**config.mk**
```make
export PLATFORM = sky130hd
export DESIGN_NAME = step_phase_decoder
export DESIGN_NICKNAME = d
export VERILOG_FILES = /design/src/rtl/step_phase_decoder.sv
export SDC_FILE = /design/constraint.sdc
export NUM_CORES = 1
export LEC_CHECK = 0
export CAP_MARGIN = 0
export CELL_PAD_IN_SITES_DETAIL_PLACEMENT = 0
export CELL_PAD_IN_SITES_GLOBAL_PLACEMENT = 1
export CORE_MARGIN = 2
export CORE_UTILIZATION = 49
export DETAILED_ROUTE_END_ITERATION = 8
export PLACE_DENSITY_LB_ADDON = 0.1
export SLEW_MARGIN = 20
export SYNTH_ARGS = -nofsm -noshare
export SYNTH_HDL_FRONTEND = slang
export SYNTH_SLANG_ARGS = --single-unit
```
**constraint.sdc**
```tcl
create_clock -name clk -period 6.1 [get_ports clk]
set_input_delay 0.915 -clock clk [delete_from_list [all_inputs] [get_ports clk]]
set_output_delay 0.915 -clock clk [all_outputs]
set_load 0.05 [all_outputs]
```
**src/rtl/step_phase_decoder.sv**
```systemverilog
`default_nettype none
// ============================================================================
// Module      : step_phase_decoder
// Description : Watches the four stepper coil lines, filters and decodes the
//               full-step phase sequence, and keeps a signed step position,
//               direction, motion/idle status and sticky error flags.
// Revision    : 1.0 - initial release
// ============================================================================
module step_phase_decoder #(
    parameter int POS_W       = 14,
    parameter int FILT_CYCLES = 4,
    parameter int IDLE_CYCLES = 2000000
) (
    input  logic                    clk,
    input  logic                    reset,
    input  logic                    A1,
    input  logic                    B1,
    input  logic                    A2,
    input  logic                    B2,
    input  logic                    clear_pos,
    input  logic                    clear_err,
    output logic signed [POS_W-1:0] position,
    output logic                    dir,
    output logic                    step_pulse,
    output logic                    moving,
    output logic                    idle,
    output logic                    err_illegal,
    output logic                    err_skip
);

    localparam logic [7:0]          c_FILT     = 8'(FILT_CYCLES);
    localparam int                  c_IDLE_W   = $clog2(IDLE_CYCLES + 1);
    localparam logic [c_IDLE_W-1:0] c_IDLE_MAX = c_IDLE_W'(IDLE_CYCLES);
    localparam logic [POS_W-1:0]    c_ONE      = POS_W'(1);

    // Coil codes, ordered {A1,B1,A2,B2}
    localparam logic [3:0] c_OFF = 4'b0000;
    localparam logic [3:0] c_P1  = 4'b1100;
    localparam logic [3:0] c_P2  = 4'b0110;
    localparam logic [3:0] c_P3  = 4'b0011;
    localparam logic [3:0] c_P4  = 4'b1001;

    typedef enum logic [2:0] {
        ST_UNK = 3'd0,
        ST_OFF = 3'd1,
        ST_P1  = 3'd2,
        ST_P2  = 3'd3,
        ST_P3  = 3'd4,
        ST_P4  = 3'd5
    } state_t;

    logic [3:0]          r_sync1;
    logic [3:0]          r_sync2;
    logic [3:0]          r_cand;
    logic [7:0]          r_filt_cnt;
    logic [3:0]          r_acc;
    logic                r_chg;
    state_t              r_state;
    logic [c_IDLE_W-1:0] r_idle_cnt;
    logic                r_stepped;

    logic [7:0]          w_filt_next;
    logic                w_accept;
    logic                w_new_valid;
    logic [1:0]          w_new_idx;
    logic                w_cur_valid;
    logic [1:0]          w_cur_idx;
    logic [1:0]          w_delta;
    state_t              w_state_next;
    logic                w_step_fwd;
    logic                w_step_rev;
    logic                w_set_skip;
    logic                w_set_illegal;
    logic [POS_W-1:0]    w_pos_base;

    // Two-flop synchronizer on the asynchronous coil lines
    always_ff @(posedge clk or posedge reset) begin
        if (reset) begin
            r_sync1 <= 4'b0000;
            r_sync2 <= 4'b0000;
        end else begin
            r_sync1 <= {A1, B1, A2, B2};
            r_sync2 <= r_sync1;
        end
    end

    // Run length of the synchronized code (saturating); accept on reaching the threshold
    always_comb begin
        w_filt_next = 8'd1;
        if (r_sync2 == r_cand) begin
            w_filt_next = (r_filt_cnt == c_FILT) ? r_filt_cnt : r_filt_cnt + 8'd1;
        end
        w_accept = (w_filt_next == c_FILT) && (r_sync2 != r_acc);
    end

    // Glitch filter registers, accepted code and its one-cycle change strobe
    always_ff @(posedge clk or posedge reset) begin
        if (reset) begin
            r_cand     <= 4'b0000;
            r_filt_cnt <= 8'd0;
            r_acc      <= 4'b0000;
            r_chg      <= 1'b0;
        end else begin
            r_cand     <= r_sync2;
            r_filt_cnt <= w_filt_next;
            r_chg      <= w_accept;
            if (w_accept) begin
                r_acc <= r_sync2;
            end
        end
    end

    // Phase index of the accepted code (P1..P4 -> 0..3)
    always_comb begin
        w_new_valid = 1'b1;
        w_new_idx   = 2'd0;
        case (r_acc)
            c_P1:    w_new_idx = 2'd0;
            c_P2:    w_new_idx = 2'd1;
            c_P3:    w_new_idx = 2'd2;
            c_P4:    w_new_idx = 2'd3;
            default: w_new_valid = 1'b0;
        endcase
    end

    // Phase index of the tracker state; UNK and OFF carry no phase
    always_comb begin
        w_cur_valid = 1'b1;
        w_cur_idx   = 2'd0;
        case (r_state)
            ST_P1:   w_cur_idx = 2'd0;
            ST_P2:   w_cur_idx = 2'd1;
            ST_P3:   w_cur_idx = 2'd2;
            ST_P4:   w_cur_idx = 2'd3;
            default: w_cur_valid = 1'b0;
        endcase
    end

    // Tracker next state and step/error events, evaluated only on an accepted change
    always_comb begin
        w_state_next  = r_state;
        w_step_fwd    = 1'b0;
        w_step_rev    = 1'b0;
        w_set_skip    = 1'b0;
        w_set_illegal = 1'b0;
        w_delta       = w_new_idx - w_cur_idx;
        if (r_chg) begin
            if (r_acc == c_OFF) begin
                w_state_next = ST_OFF;
            end else if (!w_new_valid) begin
                // Illegal code: the next legal phase restarts tracking from scratch
                w_set_illegal = 1'b1;
                w_state_next  = ST_UNK;
            end else begin
                case (w_new_idx)
                    2'd0:    w_state_next = ST_P1;
                    2'd1:    w_state_next = ST_P2;
                    2'd2:    w_state_next = ST_P3;
                    default: w_state_next = ST_P4;
                endcase
                if (w_cur_valid) begin
                    case (w_delta)
                        2'd1:    w_step_fwd = 1'b1;
                        2'd3:    w_step_rev = 1'b1;
                        2'd2:    w_set_skip = 1'b1;
                        default: ;
                    endcase
                end
            end
        end
    end

    // Clear is applied before the step so a coincident step lands on +/-1
    assign w_pos_base = clear_pos ? '0 : position;

    // Tracker state, position, direction, step strobe and sticky error flags
    always_ff @(posedge clk or posedge reset) begin
        if (reset) begin
            r_state     <= ST_UNK;
            position    <= '0;
            dir         <= 1'b0;
            step_pulse  <= 1'b0;
            err_illegal <= 1'b0;
            err_skip    <= 1'b0;
        end else begin
            r_state    <= w_state_next;
            step_pulse <= w_step_fwd | w_step_rev;
            if (w_step_fwd) begin
                position <= w_pos_base + c_ONE;
            end else if (w_step_rev) begin
                position <= w_pos_base - c_ONE;
            end else begin
                position <= w_pos_base;
            end
            if (w_step_fwd | w_step_rev) begin
                dir <= w_step_fwd;
            end
            err_illegal <= (err_illegal & ~clear_err) | w_set_illegal;
            err_skip    <= (err_skip & ~clear_err) | w_set_skip;
        end
    end

    // Quiet-time counter and "stepped since last idle" flag
    always_ff @(posedge clk or posedge reset) begin
        if (reset) begin
            r_idle_cnt <= c_IDLE_MAX;
            r_stepped  <= 1'b0;
        end else begin
            if (r_chg) begin
                r_idle_cnt <= '0;
            end else if (r_idle_cnt != c_IDLE_MAX) begin
                r_idle_cnt <= r_idle_cnt + 1'b1;
            end
            if (w_step_fwd | w_step_rev) begin
                r_stepped <= 1'b1;
            end else if (idle) begin
                r_stepped <= 1'b0;
            end
        end
    end

    assign idle   = (r_idle_cnt == c_IDLE_MAX);
    assign moving = r_stepped & ~idle;

endmodule
`default_nettype wire

```
==> results.cfg <==
[status]
outcome = finished, final reports clean

[route]
wl_um = 6880
drtPass1Iterations = 4
viasPerCell = 5.27
drc = 0
dr_total_vias = 2638
detail_route.wl_per_cell_um = 13.7
drtIter0Drc = 114
antenna_left = 0

[layout]
most-common-layout-cells = 61 x dfrtp_1, 45 x nor2_1, 28 x nand2_1, 27 x xor2_1, 27 x clkdlybuf4s50_1
seq_area_um2 = 1710
final_area_um2 = 4170
diodes = 0
stdcell_count = 501
fin_util_pct = 57.8
area_delta_synth_final_pct = 14.9
layout.nets = 412
final_common_cell = dfrtp_1
multi_input_area_um2 = 1790
nFillCells = 645
drive_above_1_share_pct = 10.4

[sta]
worst-slew-pin-transition_ns = 0.914
relSlewSlack_pct = 39.1
final_hold_viol_count = 0
fin_tns_setup_ns = 0
setup-violations-final = 0
max_freq_mhz = 272
min_period_ns = 3.68
skew_ns = 0.0125
rsz0062_at_grt = false
period_share_pct = 60.3
slew_violations = 0

[clock_tree]
clk_latency_ns = 0.36
numClockSinks = 68
clkTransAtPathRegs_ns = 0.09
hold_buffers = 0
cts_resized = 0
clock_path_buffers = 2
h-tree-depth = 3
cts_tree = built
cts_root_buf = clkbuf_8
numCtsBuffers = 9
post_cts_buffers = 0

[critical_path]
path_class = reg2out
worstPathRequired_ns = 5.18
cp_top_family = simple AND/OR/NAND/NOR gates
worstPathArrival_ns = 2.76
path_cells = nor4b_1 -> nand3b_1 -> nor3_1 -> clkdlybuf4s50_1
critPathBufInv = 1
critPathMaxStageDelay_ns = 0.93
crit_fanout = 5
ff2ff_setup_slack_ns = 3.26
slowest_stage = clkdlybuf4s50_1
startpoint_type = register
endpoint_kind = output pin

[die]
core-area_um2 = 7210
dieWidth_um = 90.1
die_h_um = 90.1
start_util_pct = 50.3
ios = 28
die_area_um2 = 8110
row_count = 31

[pwr]
peakVddDrop_mv = 0.154
power_leakage_nw = 1.81
cellPowerDensity_nw_per_um2 = 235
total_power_w = 0.000982

[yosys]
synth_cells = 368
synth_seq_cells = 68
synthTopCellsByArea = dfrtp_1 42%, xor2_1 6.5%, xnor2_1 5.3%
synth_top_area_share_pct = 42.0
syn_nets = 383
ys_types = 57
synth-main-ff-cell = dfrtp_1
ys_seq_area_share_pct = 47.1
synth_edf_count = 0
synth_warnings = 0
yosysTopAreaCell = dfrtp_1
avgSynthCellArea_um2 = 9.87
synthArstFlopShare_pct = 100
synthesis.area_um2 = 3630

[grt]
track_usage_pct = 18.6
grt_pass1_wl_um = 12200
grt_pass1_vias = 2576
overflow = 0
grt_start_max_net_pins = 69
antenna_found_initial = 0

[hold_path]
worstHoldPathType = reg2reg

[place]
numPlacedInstances = 485
placed_area_um2 = 3970
dp_hpwl_um = 4780
gp_congestion = 0.842
portBuffers = 27

[job]
maxCapViolations = 0
==> stage by stage <==
stage                     hold WS (ns)  setup slack (ns)
after floorplan                  0.331              2.35
after global placement           0.331              2.79
after detailed placement         0.335              2.71
after CTS                        0.355              2.40
after global routing             0.366              2.19
final                            0.353              2.42
==> worst reg2reg max path, cell delays in order, from the launching register on <==
cell       delay, ns
dfrtp_1         0.48
nor2_1          0.16
and3_1          0.20
a31oi_1         0.06
ha_1            0.25
xnor2_2         0.30
mux2_2          0.43
a2111oi_2       0.37
o221ai_1        0.22
a31o_1          0.27
==> sequential cells by signal (all words and copies together), names as in the netlist <==
signal / flops
step_pulse: 1
r_cand: 4
err_illegal: 1
position: 14
dir: 1
r_stepped: 1
r_sync1: 4
err_skip: 1
r_filt_cnt: 8
r_state: 3
r_chg: 1
r_sync2: 4
r_acc: 4
r_idle_cnt: 21
==> per-layer routing <==
layer	share of wire [%]	track usage, %	up-vias
met2	45	28.9	41
met5	0	0	-
met1	49	25.0	1262
li1	-	-	1321
met3	3.4	4.19	14
met4	2.4	7.95	0
==> cells in the mapped netlist (all sizes together) (2+ instances only) <==
master	n
and3	11
nor3	10
a31oi	4
o211ai	2
or3	2
buf	6
a21oi	11
and4	4
xor2	27
nor4	6
nand2b	3
mux2i	4
and2	4
ha	7
dfrtp	61
nand4	7
xnor2	23
o22ai	3
nand2	28
nand3	23
dfstp	7
nor2	47
nor2b	10
o21ai	14
or4	2
clkbuf	4
mux2	7
inv	15
==> cells by family after synthesis <==
family | Yosys count | share of synthesized area (%)
compound gates | 44 | 7.65
xor+xnor | 50 | 12.3
fa+ha+maj | 7 | 2.41
buf+inv | 26 | 3.48
flops | 68 | 47.1
mux | 11 | 3.69
simple gates | 162 | 23.4
==> report_power, final <==
| part | internal (W) | switching, W | leakage, nW |
|---|---|---|---|
| Combinational | 0.0000379 | 0.0000446 | 0.833 |
| Sequential | 0.000479 | 0.0000316 | 0.877 |
| Clock | 0.000196 | 0.000193 | 0.0988 |
| Total | 0.000712 | 0.000270 | 1.81 |
==> final timing paths <==
| check | startpoint | to | depth (start not counted) |
|---|---|---|---|
| max in group asynchronous | reset | position[13] | 3 |
| min in group asynchronous | reset | step_pulse | 3 |
| worst min register to register | r_sync1[0] | r_sync2[0] | 0 |
| worst min-delay path | r_sync1[0] | r_sync2[0] | 0 |
| worst max-delay path | r_idle_cnt[10] | idle | 4 |
| worst max register to register | r_acc[3] | position[13] | 9 |
==> area by class of cell <==
cell class | instances | share of cell area, %
timing repair buffer | 28 | 6.66
tap | 99 | 2.97
multi-input combinational | 274 | 43.0
sequential | 68 | 41.0
inverter | 16 | 1.44
clock buffer | 9 | 2.97
clock inverter | 7 | 1.98
Note: power is estimated with default switching activity, not from simulation.
